`src/rtl/wb_bus_arbiter_if.sv`:
```
// Wishbone classic point-to-point bus bundle used on each side of wb_bus_arbiter.
// The memory slave has no error output, so err is only driven toward masters.
interface wb_bus_arbiter_if #(
  parameter int AW = 16,
  parameter int DW = 8
);
  logic          cyc;
  logic          stb;
  logic          we;
  logic [AW-1:0] adr;
  logic [DW-1:0] dat_o;
  logic [DW-1:0] dat_i;
  logic          ack;
  logic          err;

  modport master (output cyc, stb, we, adr, dat_o, input dat_i, ack);
  modport slave  (input cyc, stb, we, adr, dat_o, output dat_i, ack, err);
endinterface

```
`src/rtl/wb_bus_arbiter.sv`:
```
// Two-master round-robin Wishbone classic arbiter in front of a single slave.
// Optional bus watchdog enabled by defining ARB_TIMEOUT_EN.
module wb_bus_arbiter #(
  parameter int AW      = 16,
  parameter int DW      = 8,
  parameter int TIMEOUT = 255
) (
  input  logic                clk,
  input  logic                reset,
  wb_bus_arbiter_if.slave     m0,
  wb_bus_arbiter_if.slave     m1,
  wb_bus_arbiter_if.master    s,
  output logic [1:0]          gnt
);

  typedef enum logic [1:0] {IDLE, GNT0, GNT1} state_t;

  state_t        state_q, state_d;
  logic          last_q, last_d;
  logic          req0, req1, timeout;
  logic [AW-1:0] adr_mux;
  logic [DW-1:0] dat_mux;

`ifdef ARB_TIMEOUT_EN
  localparam logic [7:0] TO_LIMIT = 8'(TIMEOUT);
  logic [7:0] wd_q, wd_d;
  logic [1:0] blk_q, blk_d;

  assign timeout = (state_q != IDLE) && (wd_q == TO_LIMIT);
  // A master that timed out is locked out until it drops cyc.
  assign req0    = m0.cyc & ~blk_q[0];
  assign req1    = m1.cyc & ~blk_q[1];

  always_comb begin
    wd_d = wd_q;
    if ((state_d != state_q) || s.ack) wd_d = '0;
    else if (s.stb)                    wd_d = wd_q + 8'd1;
    blk_d = blk_q & {m1.cyc, m0.cyc};
    if (timeout) begin
      if (state_q == GNT0) blk_d[0] = m0.cyc;
      else                 blk_d[1] = m1.cyc;
    end
  end

  always_ff @(posedge clk or posedge reset) begin
    if (reset) begin
      wd_q  <= '0;
      blk_q <= '0;
    end else begin
      wd_q  <= wd_d;
      blk_q <= blk_d;
    end
  end
`else
  logic unused_timeout;
  assign unused_timeout = ^TIMEOUT;
  assign timeout        = 1'b0;
  assign req0           = m0.cyc;
  assign req1           = m1.cyc;
`endif

  always_comb begin
    state_d = state_q;
    last_d  = last_q;
    case (state_q)
      IDLE: begin
        // On a tie the master that was not served last wins.
        if (req0 && (!req1 || last_q)) state_d = GNT0;
        else if (req1)                 state_d = GNT1;
      end
      GNT0: begin
        if (timeout) begin
          state_d = IDLE;
          last_d  = 1'b0;
        end else if (!m0.cyc) begin
          last_d  = 1'b0;
          state_d = req1 ? GNT1 : IDLE;
        end
      end
      GNT1: begin
        if (timeout) begin
          state_d = IDLE;
          last_d  = 1'b1;
        end else if (!m1.cyc) begin
          last_d  = 1'b1;
          state_d = req0 ? GNT0 : IDLE;
        end
      end
      default: state_d = IDLE;
    endcase
  end

  always_ff @(posedge clk or posedge reset) begin
    if (reset) begin
      state_q <= IDLE;
      last_q  <= 1'b1;
    end else begin
      state_q <= state_d;
      last_q  <= last_d;
    end
  end

  always_comb begin
    s.cyc    = 1'b0;
    s.stb    = 1'b0;
    s.we     = 1'b0;
    adr_mux  = '0;
    dat_mux  = '0;
    m0.ack   = 1'b0;
    m0.dat_i = '0;
    m1.ack   = 1'b0;
    m1.dat_i = '0;
    case (state_q)
      GNT0: begin
        s.cyc    = m0.cyc & ~timeout;
        s.stb    = m0.stb & ~timeout;
        s.we     = m0.we;
        adr_mux  = m0.adr;
        dat_mux  = m0.dat_o;
        m0.ack   = s.ack & ~timeout;
        m0.dat_i = s.dat_i;
      end
      GNT1: begin
        s.cyc    = m1.cyc & ~timeout;
        s.stb    = m1.stb & ~timeout;
        s.we     = m1.we;
        adr_mux  = m1.adr;
        dat_mux  = m1.dat_o;
        m1.ack   = s.ack & ~timeout;
        m1.dat_i = s.dat_i;
      end
      default: ;
    endcase
  end

  assign s.adr   = adr_mux;
  assign s.dat_o = dat_mux;
  assign m0.err  = timeout & (state_q == GNT0);
  assign m1.err  = timeout & (state_q == GNT1);
  assign gnt     = {state_q == GNT1, state_q == GNT0};

endmodule

```
`src/flat_wrapper.sv`:
```
// flat-port wrapper written by rule: the top's interface ports become plain ports
module wb_bus_arbiter_flat 
#(
  parameter int AW      = 16,
  parameter int DW      = 8,
  parameter int TIMEOUT = 255
)
  (clk, reset, gnt, m0_cyc, m0_stb, m0_we, m0_adr, m0_dat_o, m0_dat_i, m0_ack, m0_err, m1_cyc, m1_stb, m1_we, m1_adr, m1_dat_o, m1_dat_i, m1_ack, m1_err, s_cyc, s_stb, s_we, s_adr, s_dat_o, s_dat_i, s_ack);
  wb_bus_arbiter_if #(.AW(AW), .DW(DW)) m0_i ();
  wb_bus_arbiter_if #(.AW(AW), .DW(DW)) m1_i ();
  wb_bus_arbiter_if #(.AW(AW), .DW(DW)) s_i ();
  input  logic clk;
  input  logic reset;
  output logic [1:0] gnt;
  input wire logic [$bits(m0_i.cyc)-1:0] m0_cyc;
  input wire logic [$bits(m0_i.stb)-1:0] m0_stb;
  input wire logic [$bits(m0_i.we)-1:0] m0_we;
  input wire logic [$bits(m0_i.adr)-1:0] m0_adr;
  input wire logic [$bits(m0_i.dat_o)-1:0] m0_dat_o;
  output wire logic [$bits(m0_i.dat_i)-1:0] m0_dat_i;
  output wire logic [$bits(m0_i.ack)-1:0] m0_ack;
  output wire logic [$bits(m0_i.err)-1:0] m0_err;
  input wire logic [$bits(m1_i.cyc)-1:0] m1_cyc;
  input wire logic [$bits(m1_i.stb)-1:0] m1_stb;
  input wire logic [$bits(m1_i.we)-1:0] m1_we;
  input wire logic [$bits(m1_i.adr)-1:0] m1_adr;
  input wire logic [$bits(m1_i.dat_o)-1:0] m1_dat_o;
  output wire logic [$bits(m1_i.dat_i)-1:0] m1_dat_i;
  output wire logic [$bits(m1_i.ack)-1:0] m1_ack;
  output wire logic [$bits(m1_i.err)-1:0] m1_err;
  output wire logic [$bits(s_i.cyc)-1:0] s_cyc;
  output wire logic [$bits(s_i.stb)-1:0] s_stb;
  output wire logic [$bits(s_i.we)-1:0] s_we;
  output wire logic [$bits(s_i.adr)-1:0] s_adr;
  output wire logic [$bits(s_i.dat_o)-1:0] s_dat_o;
  input wire logic [$bits(s_i.dat_i)-1:0] s_dat_i;
  input wire logic [$bits(s_i.ack)-1:0] s_ack;
  assign m0_i.cyc = m0_cyc;
  assign m0_i.stb = m0_stb;
  assign m0_i.we = m0_we;
  assign m0_i.adr = m0_adr;
  assign m0_i.dat_o = m0_dat_o;
  assign m0_dat_i = m0_i.dat_i;
  assign m0_ack = m0_i.ack;
  assign m0_err = m0_i.err;
  assign m1_i.cyc = m1_cyc;
  assign m1_i.stb = m1_stb;
  assign m1_i.we = m1_we;
  assign m1_i.adr = m1_adr;
  assign m1_i.dat_o = m1_dat_o;
  assign m1_dat_i = m1_i.dat_i;
  assign m1_ack = m1_i.ack;
  assign m1_err = m1_i.err;
  assign s_cyc = s_i.cyc;
  assign s_stb = s_i.stb;
  assign s_we = s_i.we;
  assign s_adr = s_i.adr;
  assign s_dat_o = s_i.dat_o;
  assign s_i.dat_i = s_dat_i;
  assign s_i.ack = s_ack;
  wb_bus_arbiter #(.AW(AW), .DW(DW), .TIMEOUT(TIMEOUT)) u_core (.clk(clk), .reset(reset), .m0(m0_i), .m1(m1_i), .s(s_i), .gnt(gnt));
endmodule
```
`config.mk`:
```
export PLATFORM = sky130hd
export DESIGN_NAME = wb_bus_arbiter_flat
export DESIGN_NICKNAME = d
export VERILOG_FILES = /design/src/rtl/wb_bus_arbiter_if.sv /design/src/rtl/wb_bus_arbiter.sv /design/src/flat_wrapper.sv
export SDC_FILE = /design/constraint.sdc
export NUM_CORES = 1
export LEC_CHECK = 0
export ABC_AREA = 1
export ABC_CLOCK_PERIOD_IN_PS = 1700
export CAP_MARGIN = 20
export CELL_PAD_IN_SITES_DETAIL_PLACEMENT = 1
export CELL_PAD_IN_SITES_GLOBAL_PLACEMENT = 1
export CORE_MARGIN = 8
export CORE_UTILIZATION = 16
export CTS_CLUSTER_DIAMETER = 50
export DETAILED_ROUTE_END_ITERATION = 10
export PLACE_DENSITY_LB_ADDON = 0.1
export SLEW_MARGIN = 20
export SYNTH_ARGS = -nofsm -noshare
export SYNTH_HDL_FRONTEND = slang
export SYNTH_SLANG_ARGS = --single-unit
```
`constraint.sdc`:
```
create_clock -name clk -period 1.7 [get_ports clk]
set_clock_uncertainty 0.05 [all_clocks]
set_input_delay 0.34 -clock clk [delete_from_list [all_inputs] [get_ports clk]]
set_output_delay 0.34 -clock clk [all_outputs]
set_load 0.005 [all_outputs]
```
# ---- Yosys cells after proc, flatten, opt, wreduce, memory -nomap -nowiden
# Cells that the tools add are included.
dict set report totals {
  ff_bits 3
  latchBits 0
  mem_bits_rw 0
  mem_bits_ro 0
  input_bits 65
  memories 0
}
dict set report classes {
  addsub 0
  n_mul 0
  div 0
  order_cmp 0
  n_eq_ne 5
  shift 0
  n_mux 19
  bitwise_logic 0
  n_reduce_logical 7
}
# operator n
set op_table {}
lappend op_table {{case mux 16 bit (2 select lines)} 1}
lappend op_table {{two-way mux 8 bit} 2}
lappend op_table {{case mux 8 bit (2 select lines)} 1}
lappend op_table {{two-way mux 2 bit} 5}
lappend op_table {{case mux 1 bit (2 select lines)} 4}
lappend op_table {{case mux 2 bit (3 select lines)} 1}
lappend op_table {{AND reduction 3 bit} 2}
lappend op_table {{two-way mux 1 bit} 5}
lappend op_table {{!= test 2 bit, second input constant} 2}
lappend op_table {{!= test 3 x 2 -> 1 bit, second input constant} 1}
lappend op_table {{== test 2 x 1 -> 1 bit, second input constant} 1}
lappend op_table {{== test 2 bit, second input constant} 1}
lappend op_table {{zero test 2 bit} 1}
lappend op_table {{nonzero test 2 bit} 1}
lappend op_table {{logical AND 1 bit} 1}
lappend op_table {{zero test 1 bit} 1}
lappend op_table {{logical OR 1 bit} 1}

# ---- Longest topological paths before layout
dict set report depth {
  ltp_word 5
  depth_mapped 8
}

# ---- Worst setup path after synthesis
# OpenSTA, ideal clock, no wires.
dict set report synth_path {
  path_kind {register to output}
  from {register u_core.state_q[0]}
  to {output port s_adr[0]}
  arrival_ns 1.179
  required_ns 1.310
  setup_slack_ns 0.131
  path_stages_with_launch 6
  path_buffers 1
  path_cell_list {dfrtp_1 > inv_1 > ha_1 > inv_2 > buf_2 > a21oi_2}
}
dict set report synth_between {
  elab_chain_len 2
  word_cells_on_any_way 3
  classes_between {2 x eq/ne; 1 x mux}
}
# item line
set synth_lines {}
lappend synth_lines {{start: declaration} wb_bus_arbiter.sv:18} ;# state_t state_q, state_d;
lappend synth_lines {{start signal: assignment} wb_bus_arbiter.sv:98} ;# state_q <= state_d;
lappend synth_lines {{== test 2 bit or == test 2 x 1 -> 1 bit (tied branches)} wb_bus_arbiter.sv:113} ;# case (state_q)
lappend synth_lines {{case mux 16 bit (2 select lines) (*)} wb_bus_arbiter.sv:113}
lappend synth_lines {{end: declaration} flat_wrapper.sv:34} ;# output wire logic [$bits(s_i.adr)-1:0] s_adr;
# Mark *: on every way between the ends. The rest lies on a longest branch, timed or not.

# ---- Worst setup path in the final report
dict set report layout_path {
  from {register u_core.state_q[0]}
  to {output port s_adr[5]}
}
# Same word-level chain as after synthesis.

==> impl_metrics.csv <==
group,metric,value,unit
outcome,status,"finished, violations left",
outcome,violations,"negative setup slack",
yosys,synth_top_family_by_area,"simple AND/OR/NAND/NOR gates",
cts,cts-root-buf,"clkbuf_8",
floorplan,dieHeight,94,um
yosys,synth_cell_type_count,22,
worst_setup_path,crit_family,"buffers and inverters",
grt,antenna_found_initial,0,
cells_and_area,final_cell_area,2700,sq um
routing,drt_first_pass_iters,3,
cts,cts_sinks,3,
cells_and_area,nets,389,
power,powerDensity,1420,nW/um^2
timing,max_freq,524,MHz
timing,fin_crit,1.91,ns
timing,whs,0.248,ns
worst_setup_path,cp_data_arrival_time,1.52,ns
yosys,synth_compound_area_share,23.4,%
flow_run,cap_viol_max_count,0,
worst_setup_path,cp-end-kind,"primary output",
placed_design,placed_area,2230,sq um
cells_and_area,areaGrowthSynthToFinish,177,%
floorplan,initial_core_util,16.5,%
timing,fin_crit_sh,112,%
floorplan,std_cell_rows,28,
yosys,ys_seq_area_share,7.84,%
worst_setup_path,reg2reg_from,"u_core.state_q[0]",
yosys,yosys.area_share.adder,6.43,%
yosys,syn_area_per_cell,5.66,sq um
placed_design,dp_slack,-0.339,ns
routing,routed_wl,5550,um
floorplan,io_pins,114,
cells_and_area,n_fill_cell,751,
routing,drc,0,
worst_setup_path,cpPeakStageDelay,0.38,ns
yosys,ys_seq_elements,3,
worst_setup_path,timing_worst_setup_path_type,"reg -> out",
placed_design,dp_hpwl,4260,um
grt,grt.total_usage,12.2,%
worst_setup_path,cp_data_required_time,1.31,ns
yosys,synth_xor_area_share,0,%
worst_setup_path,crit_fanout,8,
cts,htreeDepth,1,
timing,final_max_slew_viol_count,0,
timing,final_hold_viol_count,0,
cells_and_area,antenna_cells,0,
power,peakVddDrop,0.000506,V
cts,cts_tree,"yes",
worst_setup_path,crit_path_start_kind,"register",
yosys,synth_mux_area_share,0,%
worst_setup_path,r2r-end,"u_core.state_q[0]",
placed_design,io_buffers,111,
cts,clkTransAtPathRegs,0.03,ns
routing,via_per_inst,3.98,
cts,cts_made_buffers,3,
placed_design,gp_congestion,0.707,
cells_and_area,drive_gt1_share,55.7,%
timing,setup_slack,-0.209,ns
yosys,synthCells,172,
routing,antenna_left,0,
floorplan,core_area,5890,sq um
yosys,yosys.area_share.simple,38.9,%
worst_setup_path,reg2reg_slack,0.11,ns
worst_setup_path,reg2reg_depth,10,
routing,drt-initial-drc-count,26,
floorplan,dieArea,8840,sq um
floorplan,die_w,94,um
grt,grt_overflow_total,0,
cts,insertion_delay,0.22,ns
grt,grt_start_max_net_pins,13,
worst_hold_path,hold_class,"in -> async",
power,p_leak,0.00134,uW
timing,setup_viol,46,
worst_setup_path,path_cells,"inv_2 -> ha_4 -> inv_8 -> buf_12 -> buf_4 -> a21oi_2 -> buf_2",
grt,grt_pass1_wl,8750,um
yosys,synth.cell_area,973,sq um
yosys,yosys_warnings,0,
routing,vias,1564,
worst_setup_path,crit_buf_inv,5,
cts,ctsHoldBuffers,0,
cts,clockBufferDepth,2,
routing,avgRoutedWirePerCell,14.1,um
worst_setup_path,cp_slowest_cell,"dfrtp_1",
grt,grt_pass1_vias,1757,
timing,rsz0062_at_grt,"yes",
## cell usage in the layout, fill, tap and decap left out, types with 2 or more instances in the layout
| cell type | count |
|---|---|
| a21oi_2 | 25 |
| buf_12 | 4 |
| buf_16 | 3 |
| buf_2 | 33 |
| buf_4 | 10 |
| buf_6 | 29 |
| buf_8 | 4 |
| clkbuf_2 | 4 |
| clkbuf_8 | 3 |
| clkdlybuf4s15_1 | 3 |
| clkdlybuf4s50_1 | 64 |
| conb_1 | 2 |
| dfrtp_1 | 2 |
| ha_4 | 4 |
| inv_1 | 20 |
| inv_2 | 8 |
| nand2_1 | 40 |
| nand2_2 | 37 |
| nand2_4 | 9 |
| nor2_1 | 3 |
## kinds of logic (layout without fill, tap and decap cells)
family	after synthesis	in the layout
buf+inv	42	187
fa+ha+maj	5	5
flops	3	3
simple gates	92	92
compound gates	29	29
other cells	1	2
## per-stage QoR
step	TNS [ns]	total power, uW	util [%]	std cells
2_1_floorplan	0	1270	-	173
3_3_place_gp	-12.64	2550	37.9	363
3_5_place_dp	-13.16	2530	37.9	363
4_1_cts	-6.80	3680	43.9	388
5_1_grt	-9.64	4160	45.8	393
6_report	-6.06	3830	45.8	393
## Yosys cell counts, drive strengths merged
| master | number | area [sq um] |
|---|---|---|
| dfstp | 1 | 26.3 |
| dfrtp | 2 | 50.1 |
| ha | 5 | 62.6 |
| nand2 | 86 | 350 |
| nor3 | 1 | 5.00 |
| a21oi | 26 | 209 |
| nor2 | 3 | 11.3 |
| nand3 | 1 | 5.00 |
| inv | 29 | 109 |
| o21ai | 3 | 18.8 |
| conb | 1 | 3.75 |
| buf | 13 | 115 |
| nand3b | 1 | 7.51 |
## worst max path at each step
stage                 startpoint    endpoint  slack (ns)  depth (start not counted)
2_1_floorplan  u_core.state_q[0]    s_adr[0]        0.13                          5
3_3_place_gp   u_core.state_q[0]  s_dat_o[1]       -0.34                          6
6_report       u_core.state_q[0]    s_adr[5]       -0.21                          7
5_1_grt        u_core.state_q[0]    s_adr[5]       -0.28                          7
3_5_place_dp   u_core.state_q[1]  s_dat_o[0]       -0.34                          6
4_1_cts        u_core.state_q[1]  s_dat_o[0]       -0.23                          8
## layer usage
metal | share of wire, % | global-route usage, % | wire (um)
met5 | 0 | 0 | 0
met4 | 0.83 | 2.77 | 46
met3 | 11 | 4.96 | 590
met2 | 50 | 22.2 | 2750
met1 | 39 | 12.8 | 2170
## flip-flops by register name, indices dropped and copies added (netlist names)
signal / count
u_core.last_q: 1
u_core.state_q: 2
## layout make-up
| cell class | instances | area, sq um | area share (%) |
|---|---|---|---|
| repair buffers | 154 | 1480 | 54.9 |
| inverters | 29 | 116 | 4.31 |
| flip-flops and latches | 3 | 76.3 | 2.83 |
| multi-input cells | 128 | 886 | 32.8 |
| clock buffers | 4 | 45.0 | 1.67 |
| well taps | 75 | 93.8 | 3.48 |
## power breakdown
| group | internal [uW] | total [uW] | switching [uW] |
|---|---|---|---|
| logic | 1940 | 3490 | 1550 |
| clock network | 160 | 207 | 47.5 |
| registers | 108 | 130 | 21.9 |
## repair_timing
| action | 4_1_cts | 5_1_grt |
|---|---|---|
| setup buffers | 14 | 8 |
| setup endpoints to repair | 47 | 47 |
| gates resized for setup | 242 | 49 |
| pin swaps | 12 | 8 |
| cloned | 7 | 0 |
Power figures use the tool's default switching activity.
==> patch, RTL diff (same settings) <==
`DW` is set to 8 in 3 places; all go to 7.
--- a/src/rtl/wb_bus_arbiter_if.sv
+++ b/src/rtl/wb_bus_arbiter_if.sv
@@ -4,3 +4,3 @@
   parameter int AW = 16,
-  parameter int DW = 8
+  parameter int DW = 7
 );
--- a/src/rtl/wb_bus_arbiter.sv
+++ b/src/rtl/wb_bus_arbiter.sv
@@ -4,3 +4,3 @@
   parameter int AW      = 16,
-  parameter int DW      = 8,
+  parameter int DW      = 7,
   parameter int TIMEOUT = 255
--- a/src/flat_wrapper.sv
+++ b/src/flat_wrapper.sv
@@ -4,3 +4,3 @@
   parameter int AW      = 16,
-  parameter int DW      = 8,
+  parameter int DW      = 7,
   parameter int TIMEOUT = 255
Ports: changed (6 resized); port bits go from 114 to 108. The function was not compared with the original's and may differ.
==> patch against the original RTL <==
The flow still finishes with violations (setup timing). Final area down 11%. Power down 16%. Routed wire length up 6.5%. Synthesized area shrank 15%. Register-to-register slack worse by 50 ps. Sequential cell count stayed put. Setup slack better by 46 ps. Critical path depth shrank 1. Core utilization rose by 1.4 points. Via count is 3.3% lower.
==> patch: results <==
synth:
  yosysUniqueCellTypes: 19
  ys_seq_area_frac: 0.09187
  synth_fa_ha_area_frac: 0.07530
  synthMuxAreaShare: 0
  synth_warnings: 0
  ys_async_sr_fraction: 1.000
  ys_top_cells_by_count: "nand2_1 (79), inv_1 (25), a21oi_1 (24)"
  synth_ff_type: "dfrtp_1"
  synthXorXnorAreaFrac: 0
  synth.area.top_cells: "nand2_1 (36%), a21oi_1 (14%), inv_1 (11%), ha_1 (7.5%), buf_4 (6.3%)"
  synth_compound_area_frac: 0.1777
critical_path:
  endpoint: "s_adr[12]"
  arrival_ps: 1470
  r2r_end: "u_core.last_q$_DFFE_PP1P_"
  cp_top_family: "buffers and inverters"
  worstSetupStartpoint: "u_core.state_q[1]$_DFFE_PP0P_"
  slowest_stage: "ha_4"
  worst-path-max-fanout: 13
  r2r_cells: 9
  r2r_slack_ps: 60
grt:
  grt_max_degree: 14
  grt_use_total: 0.1419
  antenna_found_initial: 0
  grt_pass1_wl_mm: 8.521
layout:
  reg_top3: "u_core.state_q (2), u_core.last_q (1)"
  layout-drive-gt1-share: 0.5135
  fillers: 659
  fin_nets: 364
  diodes: 0
timing:
  finalSetupTns_ps: -4039
  finalSetupViolCount: 36
  layout_setup_ws_ps: -163.2
  hold_slack_ps: 250.3
routing:
  dr_total_vias: 1512
  wl_per_cell_um: 16.16
  drt_iter0_drc: 25
  dr.pass1.iters: 2
clocking:
  cts.path.max_buffers: 2
  h-tree-depth: 1
  path_clk_slew_ps: 30
  cts_buffers: 3
  root_buffer: "clkbuf_8"
hold_path:
  hold_path.class: "in -> async"
outcome:
  violations: "setup timing"
  status: "finished with violations"
placement:
  io_buffers: 105
  dp.final_hpwl_mm: 4.094
  gp_congestion: 0.6687
pwr:
  peakVddDrop_uv: 776.5
  netSwitchingPower_mw: 1.530
  p_leak_nw: 1.169
[patch: changes by cell type after synthesis, sizes merged]
cell | before | now
nand2 | 86 | 82
inv | 29 | 27
a21oi | 26 | 25
[patch: final cells by class]
type	count	area, um2	area share
timing repair inverter	2	20.02	0.008355
sequential	3	76.32	0.03185
inverter	27	113.9	0.04752
tap	70	87.58	0.03655
timing repair buffer	137	1264	0.5274
clock buffer	4	45.04	0.01880
multi-input combinational	123	789.5	0.3295
[patch: per-stage QoR]
stage	instances	total power, mW	instance area [um2]	setup slack (ps)
floorplan	166	1.041	834.6	157.3
global placement	342	2.100	2008	-362.3
detailed placement	342	2.116	2008	-418.8
CTS	365	2.946	2227	-166.7
global route	366	3.449	2396	-238.7
finish	366	3.207	2396	-163.2
[patch: power by group through the flow]
stage | Combinational [mW] | Sequential [mW] | Clock [mW]
2_1_floorplan | 0.910 | 0.130 | 0
3_3_place_gp | 1.98 | 0.123 | 0
3_5_place_dp | 1.99 | 0.126 | 0
4_1_cts | 2.61 | 0.129 | 0.211
5_1_grt | 3.10 | 0.132 | 0.218
6_report | 2.87 | 0.128 | 0.204
[patch: timing repair]
item	4_1_cts	5_1_grt
setup buffers	15	2
cloned	4	0
pin swaps	8	2
setup endpoints to repair	44	40
gates resized for setup	232	49
[patch: per-layer routing]
metal	vias to the layer above	global-route usage	share of wire
met1	708	0.1767	0.41
li1	752	-	-
met2	48	0.2483	0.52
met3	4	0.02814	0.063
met4	0	0.01997	0.0078
met5	-	0	0
[patch: logic make-up (layout without fill, tap and decap cells)]
logic type,after synthesis,count (layout)
compound gates,28,28
flops,3,3
fa+ha+maj,5,5
buf+inv,40,170
simple gates,88,88
other cells,1,2
